### src/rtl/shift_pipe.sv
// shift_pipe: pipelined barrel shifter (SRL / SLL / SRA / ROR).
// One registered column per shift-amount bit; column k shifts by 2^k when
// S[k] is set. Oversized amounts (any S bit at or above LOG2W) are flagged
// at acceptance and resolved in the last column. The pipeline stalls as a
// whole when the output is held. Latency LOG2W cycles, one op per cycle.
//
// Ports
//   CLK, RST              clock, async active-high reset
//   IN_VALID / IN_READY   input handshake (D, S, MODE)
//   MODE                  00 SRL, 01 SLL, 10 SRA, 11 ROR
//   FLUSH                 drop everything in flight, refuse input this cycle
//   OUT_VALID / OUT_READY output handshake (Y, Z)
//   Y, Z                  registered result and its zero flag

module shift_pipe_col #(
  parameter int WIDTH = 32,
  parameter int SH    = 1
) (
  input  logic [WIDTH-1:0] data_i,
  input  logic [1:0]       mode_i,
  input  logic             en_i,
  output logic [WIDTH-1:0] data_o
);
  always_comb begin
    data_o = data_i;
    if (en_i) begin
      case (mode_i)
        2'b00:   data_o = data_i >> SH;
        2'b01:   data_o = data_i << SH;
        2'b10:   data_o = $unsigned($signed(data_i) >>> SH);
        default: data_o = {data_i[SH-1:0], data_i[WIDTH-1:SH]};
      endcase
    end
  end
endmodule

module shift_pipe #(
  parameter  int WIDTH = 32,
  localparam int LOG2W = $clog2(WIDTH)
) (
  input  logic             CLK,
  input  logic             RST,
  input  logic             IN_VALID,
  output logic             IN_READY,
  input  logic [WIDTH-1:0] D,
  input  logic [WIDTH-1:0] S,
  input  logic [1:0]       MODE,
  input  logic             FLUSH,
  output logic             OUT_VALID,
  input  logic             OUT_READY,
  output logic [WIDTH-1:0] Y,
  output logic             Z
);
  logic                              adv;
  logic                              in_acc;
  logic [LOG2W-1:0]                  vld_pipe_q;
  logic [LOG2W-1:0][WIDTH-1:0]       dat_q, dat_d;
  logic [LOG2W-1:0][WIDTH-1:0]       col_in, col_out;
  logic [LOG2W-1:0][1:0]             mode_in;
  logic [LOG2W-1:0][LOG2W-1:0]       amt_in;
  logic [LOG2W-1:0]                  ovf_in;
  // Side-band only needs to reach the last column, so stage LOG2W-1 has none.
  logic [LOG2W-2:0][1:0]             mode_q;
  logic [LOG2W-2:0][LOG2W-1:0]       amt_q;
  logic [LOG2W-2:0]                  ovf_q;
  logic [WIDTH-1:0]                  y_d;
  logic                              z_q, z_d;

  // Whole pipe moves unless the output is held.
  assign adv      = !(vld_pipe_q[LOG2W-1] && !OUT_READY);
  assign IN_READY = adv && !FLUSH && !RST;
  assign in_acc   = IN_VALID && IN_READY;

  for (genvar k = 0; k < LOG2W; k++) begin : g_col
    if (k == 0) begin : g_head
      assign col_in[k]  = D;
      assign mode_in[k] = MODE;
      assign amt_in[k]  = S[LOG2W-1:0];
      assign ovf_in[k]  = |S[WIDTH-1:LOG2W];
    end else begin : g_body
      assign col_in[k]  = dat_q[k-1];
      assign mode_in[k] = mode_q[k-1];
      assign amt_in[k]  = amt_q[k-1];
      assign ovf_in[k]  = ovf_q[k-1];
    end

    shift_pipe_col #(.WIDTH(WIDTH), .SH(1 << k)) u_col (
      .data_i (col_in[k]),
      .mode_i (mode_in[k]),
      .en_i   (amt_in[k][k]),
      .data_o (col_out[k])
    );

    if (k < LOG2W-1) begin : g_mid
      assign dat_d[k] = col_out[k];
    end else begin : g_last
      assign dat_d[k] = y_d;
    end
  end

  // Oversize resolution: SRA's MSB is the sign all the way down the pipe, so
  // the last column's MSB is the fill value. ROR keeps the mod-WIDTH result.
  always_comb begin
    y_d = col_out[LOG2W-1];
    if (ovf_in[LOG2W-1]) begin
      case (mode_in[LOG2W-1])
        2'b00, 2'b01: y_d = '0;
        2'b10:        y_d = {WIDTH{col_out[LOG2W-1][WIDTH-1]}};
        default:      y_d = col_out[LOG2W-1];
      endcase
    end
    z_d = (y_d == '0);
  end

  always_ff @(posedge CLK or posedge RST) begin
    if (RST) begin
      vld_pipe_q <= '0;
      dat_q      <= '0;
      mode_q     <= '0;
      amt_q      <= '0;
      ovf_q      <= '0;
      z_q        <= 1'b0;
    end else if (FLUSH) begin
      vld_pipe_q <= '0;
    end else if (adv) begin
      vld_pipe_q <= {vld_pipe_q[LOG2W-2:0], in_acc};
      dat_q      <= dat_d;
      mode_q     <= mode_in[LOG2W-2:0];
      amt_q      <= amt_in[LOG2W-2:0];
      ovf_q      <= ovf_in[LOG2W-2:0];
      z_q        <= z_d;
    end
  end

  assign OUT_VALID = vld_pipe_q[LOG2W-1];
  assign Y         = dat_q[LOG2W-1];
  assign Z         = z_q;
endmodule

### config.mk
export PLATFORM = sky130hd
export DESIGN_NAME = shift_pipe
export DESIGN_NICKNAME = d
export VERILOG_FILES = /design/src/rtl/shift_pipe.sv
export SDC_FILE = /design/constraint.sdc
export NUM_CORES = 1
export LEC_CHECK = 0
export ABC_AREA = 1
export BUFFER_PORTS_ARGS = -buffer_cell sky130_fd_sc_hd__buf_2
export CORE_ASPECT_RATIO = 0.7
export CORE_MARGIN = 1.5
export CORE_UTILIZATION = 50
export CTS_BUF_LIST = sky130_fd_sc_hd__clkbuf_4 sky130_fd_sc_hd__clkbuf_8
export CTS_CLUSTER_DIAMETER = 200
export DETAILED_ROUTE_END_ITERATION = 16
export GPL_ROUTABILITY_DRIVEN = 0
export PLACE_DENSITY = 0.71
export SKIP_CTS_REPAIR_TIMING = 1
export SLEW_MARGIN = 20
export SYNTH_ARGS = -nofsm -noshare
export SYNTH_HDL_FRONTEND = slang
export SYNTH_SLANG_ARGS = --single-unit
### constraint.sdc
create_clock -name CLK -period 11.75 [get_ports CLK]
set_clock_uncertainty 0.1 [all_clocks]
set_input_delay 1.7625 -clock CLK [delete_from_list [all_inputs] [get_ports CLK]]
set_output_delay 1.7625 -clock CLK [all_outputs]
set_load 0.01 [all_outputs]
=== Yosys cells after proc, flatten, opt, wreduce, memory -nomap -nowiden ===
Index checks and enable logic that the tools add are counted.

* Register bits: 198
* Bits in latches: 0
* Bits in writable memories: 0
* Bits in read-only memories: 0
* Output and inout bits: 35
* Logic and storage cells: 60
* Memories: 0

* Add/sub/neg operators: 0
* Multipliers: 0
* Divide/modulo/power cells: 0
* $lt $le $gt $ge: 0
* Eq/ne operators: 11
* Shift-type cells: 0
* Muxes and demuxes: 14
* Bitwise operators: 2
* Reduce and logical (&&, ||, !) cells: 17

{| class="wikitable"
|+ Operators by type and width
! kind !! count
|-
| $pmux 32 s3 || 5
|-
| $mux 32 || 6
|-
| $pmux 32 s2 || 1
|-
| $logic_not 32->1 || 1
|-
| $reduce_or 27->1 || 1
|-
| $eq 2x1->1 const B || 5
|-
| $eq 2x2->1 const B || 5
|-
| $logic_not 2->1 || 5
|-
| $mux 5 || 2
|-
| $logic_and 1x1->1 || 4
|-
| $logic_not 1->1 || 4
|-
| $ne 2x2->1 const B || 1
|-
| $not 1->1 || 2
|-
| $reduce_and 2->1 || 1
|-
| $reduce_or 2->1 || 1
|}

=== Longest topological paths before layout ===
* Depth after elaboration: 8
* Mapped depth: 13

=== By module ===
From an unflattened synthesis, not the netlist that was laid out.

* Cell total of the unflattened synthesis: 1795
* Area, all modules: 11554.8 sq um

{| class="wikitable"
|+ Modules (own cells, without submodules)
! module !! instances !! cells each !! area each (sq um)
|-
| shift_pipe || 1 || 857 || 7420.9
|-
| shift_pipe_col (g_col[3].u_col) || 1 || 202 || 925.9
|-
| shift_pipe_col (g_col[2].u_col) || 1 || 207 || 888.4
|-
| shift_pipe_col (g_col[1].u_col) || 1 || 207 || 860.8
|-
| shift_pipe_col (g_col[0].u_col) || 1 || 178 || 800.8
|-
| shift_pipe_col (g_col[4].u_col) || 1 || 144 || 658.1
|}

=== Worst setup path after synthesis ===
Ideal clock, no wire load.

* Path type: input to output
* From: in OUT_READY
* To: out IN_READY
* Arrival: 2.329 ns
* Path slack: 7.559 ns
* Stages on the path: 5
* Buffers on the path: 1
* Cell sequence: inv_1 > nand2_1 > nand2_2 > buf_2 > nor2_1

* Word-level cells in the longest chain between the ends: 5

{| class="wikitable"
|+ RTL lines
! what !! RTL line !! RTL
|-
| start, declared || 50 || <nowiki>input logic OUT_READY,</nowiki>
|-
| $logic_not 1->1 || 70 || <nowiki>assign adv = !(vld_pipe_q[LOG2W-1] && !OUT_READY);</nowiki>
|-
| $logic_and 1x1->1 || 70 ||
|-
| $logic_not 1->1 || 70 ||
|-
| $logic_and 1x1->1 (2 in a row) || 71 || <nowiki>assign IN_READY = adv && !FLUSH && !RST;</nowiki>
|-
| end, declared || 44 || <nowiki>output logic IN_READY,</nowiki>
|}

No other way between the ends.

=== Final worst setup path ===
Ends and elaborated chain as after synthesis.

==> impl_metrics.json <==
{
  "antenna_found_initial": 1,
  "yosys.area_share.simple_pct": 15.1,
  "rsz0062_at_grt": "no",
  "core_area_um2": 19700,
  "cp.required_ns": 9.89,
  "slew_headroom_pct": 33.5,
  "period_share_pct": 40.4,
  "cts_tree": "yes",
  "synth-seq-cells": 188,
  "grt_usage_pct": 27.2,
  "fin_crit_ns": 4.75,
  "fmax_mhz": 211,
  "syn_area_um2": 10000,
  "finalSetupTns_ns": 0,
  "cts_buffers": 17,
  "fin_area_um2": 10900,
  "whs_path_depth": 2,
  "powerDensity_nw_per_um2": 163,
  "boundaryPins": 106,
  "die_height_um": 121,
  "min_path_type": "flop to flop",
  "power_w": 0.00177,
  "synth_compound_area_share_pct": 28.6,
  "r2r_cells": 10,
  "htree_levels": 4,
  "hpwl_um": 18600,
  "status": "finished clean",
  "setup_slack_ns": 7.00,
  "arrival_ns": 2.89,
  "fin_util_pct": 55.2,
  "initial_core_util_pct": 50.8,
  "portBuffers": 105,
  "slowest_delay_ns": 0.40,
  "synth-seq-area-share_pct": 47.0,
  "wl_um": 27100,
  "crit_fanout": 128,
  "synth_fa_ha_area_share_pct": 0,
  "via_count": 9341,
  "vias_per_cell": 5.83,
  "clock_latency_ns": 0.48,
  "tightest_slew_ns": 0.997,
  "yosys.area_share.xor_xnor_pct": 0,
  "yosysUniqueCellTypes": 36,
  "drv_slew": 0,
  "mappedNetlistNets": 1357,
  "yosys_warnings": 0,
  "ant_nets": 0,
  "synth_top_family_by_area": "compound AO/OA/AOI/OAI gates",
  "drc": 0,
  "synth.area.mux_share_pct": 0,
  "die_area_um2": 20900,
  "nNetsFinal": 1392,
  "die_x_um": 172,
  "cts_sinks": 188,
  "synthToLayoutAreaGrowth_pct": 8.62,
  "critPathKind": "input port to output port",
  "hold_viol_final": 0,
  "post_drt_wl_per_cell_um": 16.9,
  "ff_latch_area_um2": 4700,
  "syn_area_per_cell_um2": 7.78,
  "place_area_um2": 10500,
  "synth_edf_count": 0,
  "root_buffer": "clkbuf_8",
  "finalSetupViolations": 0,
  "crit_path_frequent_cell": "buf_2",
  "critPathSlowestCell": "nand2_8",
  "ys.flop_type": "dfrtp_1",
  "drive_gt1_share_pct": 12.8,
  "path_clk_slew_ns": 0.08,
  "synthArstFlopShare_pct": 100,
  "path_cells": "buf_2, inv_1, nand2_1, nand2_8, nor2_1, buf_2",
  "p_leak_nw": 5.10,
  "syn_inst": 1286,
  "max-clock-path-buffers": 2,
  "grt_max_degree": 129,
  "grt_pass1_vias": 8605,
  "grt_overflow": 0,
  "cp-start-kind": "input port",
  "dp_slack_ns": 6.58,
  "nFillCells": 1915,
  "dr.pass1.iters": 6,
  "drt_iter0_markers": 959,
  "diodes": 0,
  "maxCapViolCount": 0,
  "grt_pass1_wl_um": 44600,
  "rows": 43,
  "multi_input_area_um2": 4390,
  "ir_drop_v": 0.0000702,
  "end_kind": "output port"
}
-- placed cells by master, fill, tap and decap left out, types with 21 or more instances in the layout --
cell type | Yosys | routed
a21oi_1 | 254 | 254
a22oi_1 | 80 | 80
buf_2 | 25 | 105
clkbuf_8 | 0 | 21
dfrtp_1 | 188 | 188
inv_1 | 120 | 118
nand2_1 | 154 | 154
nand3_1 | 38 | 38
nor2_1 | 148 | 147
o21ai_0 | 128 | 128
-- registers in the layout, indices dropped and copies added, names as in the netlist --
name	cells
ovf_q	4
col_in	128
amt_in	10
vld_pipe_q	5
Y	32
Z	1
mode_in	8
-- critical path: cells and delay by family --
| family | cells | cell delay (ns) |
|---|---|---|
| buffers and inverters | 3 | 0.27 |
| AND/OR/NAND/NOR | 3 | 0.83 |
-- kinds of logic (layout without fill, tap and decap cells) --
family                 Yosys count  after routing
AOI/OAI and AO/OA              508            508
buffers and inverters          226            273
DFF                            188            188
and+or+nand+nor                364            364
-- worst paths after layout --
| path | startpoint | slack [ns] | to |
|---|---|---|---|
| max in group asynchronous | RST | 8.22 | col_in[110]$_DFFE_PP0P_ |
| setup reg to reg | vld_pipe_q[4]$_DFFE_PP0P_ | 8.13 | Z$_DFFE_PP0P_ |
| hold / removal | ovf_q[1]$_DFFE_PP0P_ | 0.39 | ovf_q[2]$_DFFE_PP0P_ |
| min in group asynchronous | RST | 1.21 | vld_pipe_q[1]$_DFFE_PP0P_ |
| hold reg to reg | ovf_q[1]$_DFFE_PP0P_ | 0.39 | ovf_q[2]$_DFFE_PP0P_ |
| setup / recovery | OUT_READY | 7.00 | IN_READY |
-- report_power, final --
| part | internal, W | switching [W] |
|---|---|---|
| Combinational | 0.000171 | 0.000315 |
| Sequential | 0.000766 | 0.000115 |
| Clock | 0.000176 | 0.000231 |
| Total | 0.00111 | 0.000661 |
-- routing by layer --
layer	up-vias	GRT usage, %	share of wire, %	wire length (um)
met5	-	0	0	0
met4	0	6.90	1.2	337
met3	25	5.06	7.8	2120
met2	345	39.0	42	11400
met1	4516	42.1	49	13200
li1	4455	-	-	-
-- synthesized netlist by cell type, types with 2 or more instances --
library cell,instances,area (um^2)
nand4_1,2,12.5
o21ai_1,2,10.0
nor4_1,6,37.5
buf_6,5,56.3
buf_2,25,125
dfrtp_1,188,4700
nand3_2,3,30.0
o211ai_1,16,120
a31oi_1,4,25.0
nor2_1,148,556
a21oi_1,254,1270
o21ai_0,128,641
nand2_1,154,578
o22ai_1,7,43.8
clkbuf_1,50,188
nand3_1,38,190
clkinv_1,2,7.51
o221ai_1,7,61.3
buf_1,15,56.3
o2111ai_1,6,52.6
buf_4,2,15.0
nand2_2,8,50.1
inv_2,5,18.8
inv_1,120,450
a22oi_1,80,601
-- final cells by class --
type | instances | share of cell area (%)
Clock buffer | 25 | 2.94
Multi-Input combinational cell | 872 | 40.4
Clock inverter | 6 | 0.345
Sequential cell | 188 | 43.3
Inverter | 129 | 4.58
Timing Repair Buffer | 113 | 5.39
Tap cell | 270 | 3.11
-- metrics by stage --
step	std cells	hold slack [ns]
floorplan	1286	0.342
global placement	1572	0.362
detailed placement	1572	0.354
CTS	1603	0.388
global route	1603	0.423
finish	1603	0.385
Power figures use the tool's default switching activity.
